[src/rtl/wisc_pkg.sv]
// Shared WISC-SP13 encodings: ALU function codes, major opcodes, set-condition codes and
// the decoded control bundle passed from the decoder to the issue register.
package wisc_pkg;

  localparam logic [3:0] AluRol  = 4'b0000;
  localparam logic [3:0] AluSll  = 4'b0001;
  localparam logic [3:0] AluRor  = 4'b0010;
  localparam logic [3:0] AluSrl  = 4'b0011;
  localparam logic [3:0] AluAdd  = 4'b0100;
  localparam logic [3:0] AluOr   = 4'b0101;
  localparam logic [3:0] AluXor  = 4'b0110;
  localparam logic [3:0] AluAndn = 4'b0111;
  localparam logic [3:0] AluBtr  = 4'b1000;
  localparam logic [3:0] AluSlbi = 4'b1001;
  localparam logic [3:0] AluLbi  = 4'b1011;

  localparam logic [4:0] OpAddi  = 5'b01000;
  localparam logic [4:0] OpSubi  = 5'b01001;
  localparam logic [4:0] OpXori  = 5'b01010;
  localparam logic [4:0] OpAndni = 5'b01011;
  localparam logic [4:0] OpRoli  = 5'b10100;
  localparam logic [4:0] OpSlli  = 5'b10101;
  localparam logic [4:0] OpRori  = 5'b10110;
  localparam logic [4:0] OpSrli  = 5'b10111;
  localparam logic [4:0] OpSlbi  = 5'b10010;
  localparam logic [4:0] OpLbi   = 5'b11000;
  localparam logic [4:0] OpBtr   = 5'b11001;
  localparam logic [4:0] OpShft  = 5'b11010;
  localparam logic [4:0] OpArith = 5'b11011;
  localparam logic [4:0] OpSeq   = 5'b11100;
  localparam logic [4:0] OpSlt   = 5'b11101;
  localparam logic [4:0] OpSle   = 5'b11110;
  localparam logic [4:0] OpSco   = 5'b11111;

  localparam logic [2:0] SetNone = 3'b000;
  localparam logic [2:0] SetSeq  = 3'b100;
  localparam logic [2:0] SetSlt  = 3'b101;
  localparam logic [2:0] SetSle  = 3'b110;
  localparam logic [2:0] SetSco  = 3'b111;

  typedef struct packed {
    logic [3:0]  alu_op;
    logic        inv_a;
    logic        cin;
    logic        use_imm;
    logic [15:0] imm;
    logic [2:0]  rs;
    logic [2:0]  rt;
    logic [2:0]  rd;
    logic        wr_en;
    logic        is_alu;
    logic [2:0]  set_cond;
  } ctrl_t;

  function automatic logic [15:0] sext5(input logic [4:0] v);
    return {{11{v[4]}}, v};
  endfunction

  function automatic logic [15:0] zext5(input logic [4:0] v);
    return {11'b0, v};
  endfunction

  function automatic logic [15:0] sext8(input logic [7:0] v);
    return {{8{v[7]}}, v};
  endfunction

  function automatic logic [15:0] zext8(input logic [7:0] v);
    return {8'b0, v};
  endfunction

  // Rotate/shift codes line up with the two low bits of both the opcode and func field.
  function automatic logic [3:0] shift_op(input logic [1:0] sel);
    return {2'b00, sel};
  endfunction

endpackage

[src/rtl/alu_dec.sv]
// Pure combinational decode of a WISC-SP13 instruction word into ALU issue controls.
module alu_dec
  import wisc_pkg::*;
(
  input  logic [15:0] i_instr,
  output ctrl_t       o_ctrl
);

  logic [4:0] w_op;
  logic [1:0] w_func;

  assign w_op   = i_instr[15:11];
  assign w_func = i_instr[1:0];

  always_comb begin
    o_ctrl          = '0;
    o_ctrl.alu_op   = AluAdd;
    o_ctrl.set_cond = SetNone;
    case (w_op)
      OpAddi, OpSubi, OpXori, OpAndni, OpRoli, OpSlli, OpRori, OpSrli: begin
        o_ctrl.is_alu  = 1'b1;
        o_ctrl.wr_en   = 1'b1;
        o_ctrl.use_imm = 1'b1;
        o_ctrl.rs      = i_instr[10:8];
        o_ctrl.rd      = i_instr[7:5];
        o_ctrl.imm     = zext5(i_instr[4:0]);
        case (w_op)
          OpAddi: o_ctrl.imm = sext5(i_instr[4:0]);
          // SUBI computes imm - Rs as ~Rs + imm + 1.
          OpSubi: begin
            o_ctrl.imm   = sext5(i_instr[4:0]);
            o_ctrl.inv_a = 1'b1;
            o_ctrl.cin   = 1'b1;
          end
          OpXori:  o_ctrl.alu_op = AluXor;
          OpAndni: o_ctrl.alu_op = AluAndn;
          default: o_ctrl.alu_op = shift_op(w_op[1:0]);
        endcase
      end
      OpArith, OpShft, OpSeq, OpSlt, OpSle, OpSco: begin
        o_ctrl.is_alu = 1'b1;
        o_ctrl.wr_en  = 1'b1;
        o_ctrl.rs     = i_instr[10:8];
        o_ctrl.rt     = i_instr[7:5];
        o_ctrl.rd     = i_instr[4:2];
        case (w_op)
          OpArith: begin
            case (w_func)
              2'b00: o_ctrl.alu_op = AluAdd;
              2'b01: begin
                o_ctrl.inv_a = 1'b1;
                o_ctrl.cin   = 1'b1;
              end
              2'b10: o_ctrl.alu_op = AluXor;
              default: o_ctrl.alu_op = AluAndn;
            endcase
          end
          OpShft: o_ctrl.alu_op = shift_op(w_func);
          default: begin
            // Compares subtract (Rt - Rs); SCO needs the plain carry-out of Rs + Rt.
            o_ctrl.set_cond = {1'b1, w_op[1:0]};
            o_ctrl.inv_a    = (w_op != OpSco);
            o_ctrl.cin      = (w_op != OpSco);
          end
        endcase
      end
      OpBtr: begin
        o_ctrl.is_alu = 1'b1;
        o_ctrl.wr_en  = 1'b1;
        o_ctrl.alu_op = AluBtr;
        o_ctrl.rs     = i_instr[10:8];
        o_ctrl.rd     = i_instr[4:2];
      end
      OpLbi, OpSlbi: begin
        o_ctrl.is_alu  = 1'b1;
        o_ctrl.wr_en   = 1'b1;
        o_ctrl.use_imm = 1'b1;
        o_ctrl.rs      = i_instr[10:8];
        o_ctrl.rd      = i_instr[10:8];
        if (w_op == OpLbi) begin
          o_ctrl.alu_op = AluLbi;
          o_ctrl.imm    = sext8(i_instr[7:0]);
        end else begin
          o_ctrl.alu_op = AluSlbi;
          o_ctrl.imm    = zext8(i_instr[7:0]);
        end
      end
      default: ;
    endcase
  end

endmodule

[src/rtl/alu_issue.sv]
// Single-entry issue register: captures decoded ALU controls with a valid/ready handshake
// and flush; the held entry stays stable while the consumer stalls.
module alu_issue
  import wisc_pkg::*;
(
  input  logic        clk,
  input  logic        rst,
  input  logic        in_valid,
  input  logic [15:0] instr,
  output logic        in_ready,
  input  logic        flush,
  output logic        out_valid,
  input  logic        out_ready,
  output logic [3:0]  alu_op,
  output logic        inv_a,
  output logic        cin,
  output logic        use_imm,
  output logic [15:0] imm,
  output logic [2:0]  rs,
  output logic [2:0]  rt,
  output logic [2:0]  rd,
  output logic        wr_en,
  output logic        is_alu,
  output logic [2:0]  set_cond
);

  ctrl_t w_dec;
  ctrl_t r_ctrl;
  logic  r_valid;
  logic  w_accept;

  alu_dec u_alu_dec (
    .i_instr (instr),
    .o_ctrl  (w_dec)
  );

  assign in_ready = !r_valid || out_ready;
  assign w_accept = in_valid && in_ready && !flush;

  always_ff @(posedge clk or posedge rst) begin
    if (rst) begin
      r_valid <= 1'b0;
      r_ctrl  <= '0;
    end else begin
      if (flush) begin
        r_valid <= 1'b0;
      end else if (w_accept) begin
        r_valid <= 1'b1;
      end else if (out_ready) begin
        r_valid <= 1'b0;
      end
      if (w_accept) begin
        r_ctrl <= w_dec;
      end
    end
  end

  assign out_valid = r_valid;
  assign alu_op    = r_ctrl.alu_op;
  assign inv_a     = r_ctrl.inv_a;
  assign cin       = r_ctrl.cin;
  assign use_imm   = r_ctrl.use_imm;
  assign imm       = r_ctrl.imm;
  assign rs        = r_ctrl.rs;
  assign rt        = r_ctrl.rt;
  assign rd        = r_ctrl.rd;
  assign wr_en     = r_ctrl.wr_en;
  assign is_alu    = r_ctrl.is_alu;
  assign set_cond  = r_ctrl.set_cond;

endmodule

[config.mk]
export PLATFORM = sky130hd
export DESIGN_NAME = alu_issue
export DESIGN_NICKNAME = d
export VERILOG_FILES = /design/src/rtl/wisc_pkg.sv /design/src/rtl/alu_dec.sv /design/src/rtl/alu_issue.sv
export SDC_FILE = /design/constraint.sdc
export NUM_CORES = 1
export LEC_CHECK = 0
export CAP_MARGIN = 10
export CORE_MARGIN = 4
export CORE_UTILIZATION = 25
export DETAILED_ROUTE_END_ITERATION = 16
export SLEW_MARGIN = 20
export SYNTH_ARGS = -nofsm -noshare
export SYNTH_HDL_FRONTEND = slang
export SYNTH_SLANG_ARGS = --single-unit
[constraint.sdc]
create_clock -name clk -period 1.9 [get_ports clk]
set_clock_uncertainty 0.2 [all_clocks]
set_input_delay 0.19 -clock clk [delete_from_list [all_inputs] [get_ports clk]]
set_output_delay 0.19 -clock clk [all_outputs]
set_load 0.1 [all_outputs]
==> impl_metrics.yaml <==
outcome:
  status: "finished, final reports clean"
synth:
  synth_edf_count: 0
  yosys_most_used_dff: "dfrtp_1"
  synth_cell_types: 43
  syn_avg_cell_area_um2: 9.568
  synthesis.nets: 188
  yosysSeqAreaShare_pct: 45.42
  synth_cells: 167
  synth.cell_area_um2: 1598
  async_flop_share_pct: 100.0
  yosysWarnings: 0
  ys_seq_elements: 29
critical_path:
  path_max_fanout: 10
  critPathLaunchType: "input port"
  endpoint_kind: "register"
  critPathArrivalTime_ns: 1.79
  startpoint: "instr[13]"
  crit_required_ns: 1.88
  r2r-start: "out_valid"
  worst-setup-path-type: "in -> reg"
finish:
  drive_gt1_share_pct: 37.04
  final_cell_mix: "buf_12, nand2_1, dfrtp_1"
  n_antenna_cell: 0
  fin_nets: 263
  postLayoutCellArea_um2: 2900
  layout_commonest_cell: "buf_12"
  final_cell_count_no_fill: 318
  syn2layout_area_growth_pct: 81.52
pwr:
  power_leakage_nw: 1.245
  vdd_ir_drop_max_mv: 0.4923
  power_mw: 2.673
  power_density_nw_per_um2: 921.6
die:
  die_y_um: 87.95
  dieArea_um2: 7734
  initial_core_util_pct: 26.36
  coreArea_um2: 6061
  rows: 28
  die_w_um: 87.95
  ios: 60
clock_network:
  cts-buffers-inserted: 5
  cts.clk_slew.worst_paths_ns: 0.07
  ctsRootBufferMaster: "clkbuf_8"
  htree_num_levels: 2
  clock_path_buffers: 2
  clkLatencyLatePin_ns: 0.28
  cts_tree: "built"
  cts_sinks: 29
  cts_setup_buffers: 0
placement:
  gp_congestion: 0.8529
  place_inst: 310
  dp_slack_ns: -0.2014
  portBuffers: 59
  placed_cell_area_um2: 2808
  hpwl_um: 3659
route:
  drt-initial-drc-count: 101
  avgViaCountPerCell: 4.585
  wire_per_inst_um: 14.80
  ant_nets: 0
  wl_um: 4705
  first_pass_iters: 4
  vias: 1458
  drc: 0
timing:
  worst_pin_slew_ns: 0.3749
  fin_tns_setup_ns: 0
  rsz0062_at_grt: "false"
  slew_viol_final: 0
  relSlewSlack_pct: 74.93
  final_hold_viol_count: 0
  fmax_ghz: 0.5536
  setup_slack_ns: 0.09350
  fin_crit_ns: 1.807
  finalSetupViolations: 0
  fin_crit_sh_pct: 95.08
worst_hold_path:
  hold_path_class: "in -> async"
job:
  maxCapViolations: 0
global_route:
  grt_overflow_total: 0
  grt_max_degree: 30
  grt_pass1_wl_um: 8004
  grt_usage_pct: 13.51
  grt_pass1_vias: 1507
  antenna_found_initial: 0
flip-flops by register name, indices dropped and copies added (netlist names):
name and flops:
out_valid 1, imm 9, rt 3, wr_en 1, set_cond 3, rd 3
use_imm 1, alu_op 4, inv_a 1, rs 3
cells in the mapped netlist, types with 2 or more instances:
cell / instances / area, um^2
a21oi_1: 10 / 50.05
dfrtp_1: 29 / 725.7
a22oi_1: 3 / 22.52
nand3_1: 2 / 10.01
o311a_1: 2 / 20.02
o21ai_0: 6 / 30.03
nor2_1: 17 / 63.81
a31oi_1: 3 / 18.77
o31ai_1: 2 / 15.01
a22o_1: 3 / 26.28
nand2_1: 29 / 108.9
nand2b_1: 3 / 18.77
a211oi_2: 4 / 50.05
buf_4: 11 / 82.58
a211o_1: 2 / 17.52
o21ai_1: 6 / 30.03
buf_2: 4 / 20.02
inv_1: 3 / 11.26
buf_6: 3 / 33.78
nor2b_1: 2 / 12.51
layout make-up:
cell class / count / area [um^2]
repair buffers: 87 / 1231
fillers: 574 / 3161
well taps: 75 / 93.84
flip-flops and latches: 29 / 729.5
multi-input cells: 115 / 733.2
clock buffers: 8 / 90.09
inverters: 4 / 22.52
repair_timing:
| action | 4_1_cts | 5_1_grt |
|---|---|---|
| setup endpoints to repair | 0 | 1 |
| resized for setup | 0 | 1 |
| hold buffers | 0 | 0 |
layer usage:
layer  vias to the layer above  global-route usage (%)  wire length [um]
li1                        726                       -                 -
met1                       675                   18.97              2131
met2                        53                   20.14              2231
met3                         4                   4.045               310
met4                         0                   3.766                31
met5                         -                       0                 0
report_power, final:
| part | internal, mW | switching, mW |
|---|---|---|
| Combinational | 0.497 | 0.871 |
| Sequential | 0.693 | 0.0897 |
| Clock | 0.295 | 0.228 |
stage by stage:
stage	hold WS, ns	utilization (%)
finish	0.07993	47.85
global route	0.1451	47.85
CTS	0.09382	47.81
detailed placement	0.3326	46.33
global placement	0.3219	46.33
floorplan	0.05272	-
critical path, cell delays in order:
cell	delay (ns)
clkdlybuf4s50_1	0.60
or2_1	0.36
mux2i_4	0.23
a311oi_4	0.05
buf_4	0.16
o31ai_2	0.19
kinds of logic after synthesis:
group | Yosys count | share of synthesized area (%)
AND/OR/NAND/NOR | 64 | 19.42
flip-flops | 29 | 45.42
multiplexers | 2 | 2.036
AO/OA/AOI/OAI | 48 | 22.87
buffers and inverters | 23 | 9.710
XOR/XNOR | 1 | 0.5483
final timing paths:
path / endpoint / slack, ns / cells past startpoint
setup / recovery: imm[1] / 0.09 / 6
hold / removal: rd[0] / 0.08 / 3
setup reg to reg: inv_a / 0.20 / 5
hold reg to reg: set_cond[0] / 0.34 / 2
max in group asynchronous: out_valid / 1.13 / 3
min in group clk: set_cond[2] / 0.17 / 3
No activity file was read; power rests on OpenSTA's default activity.
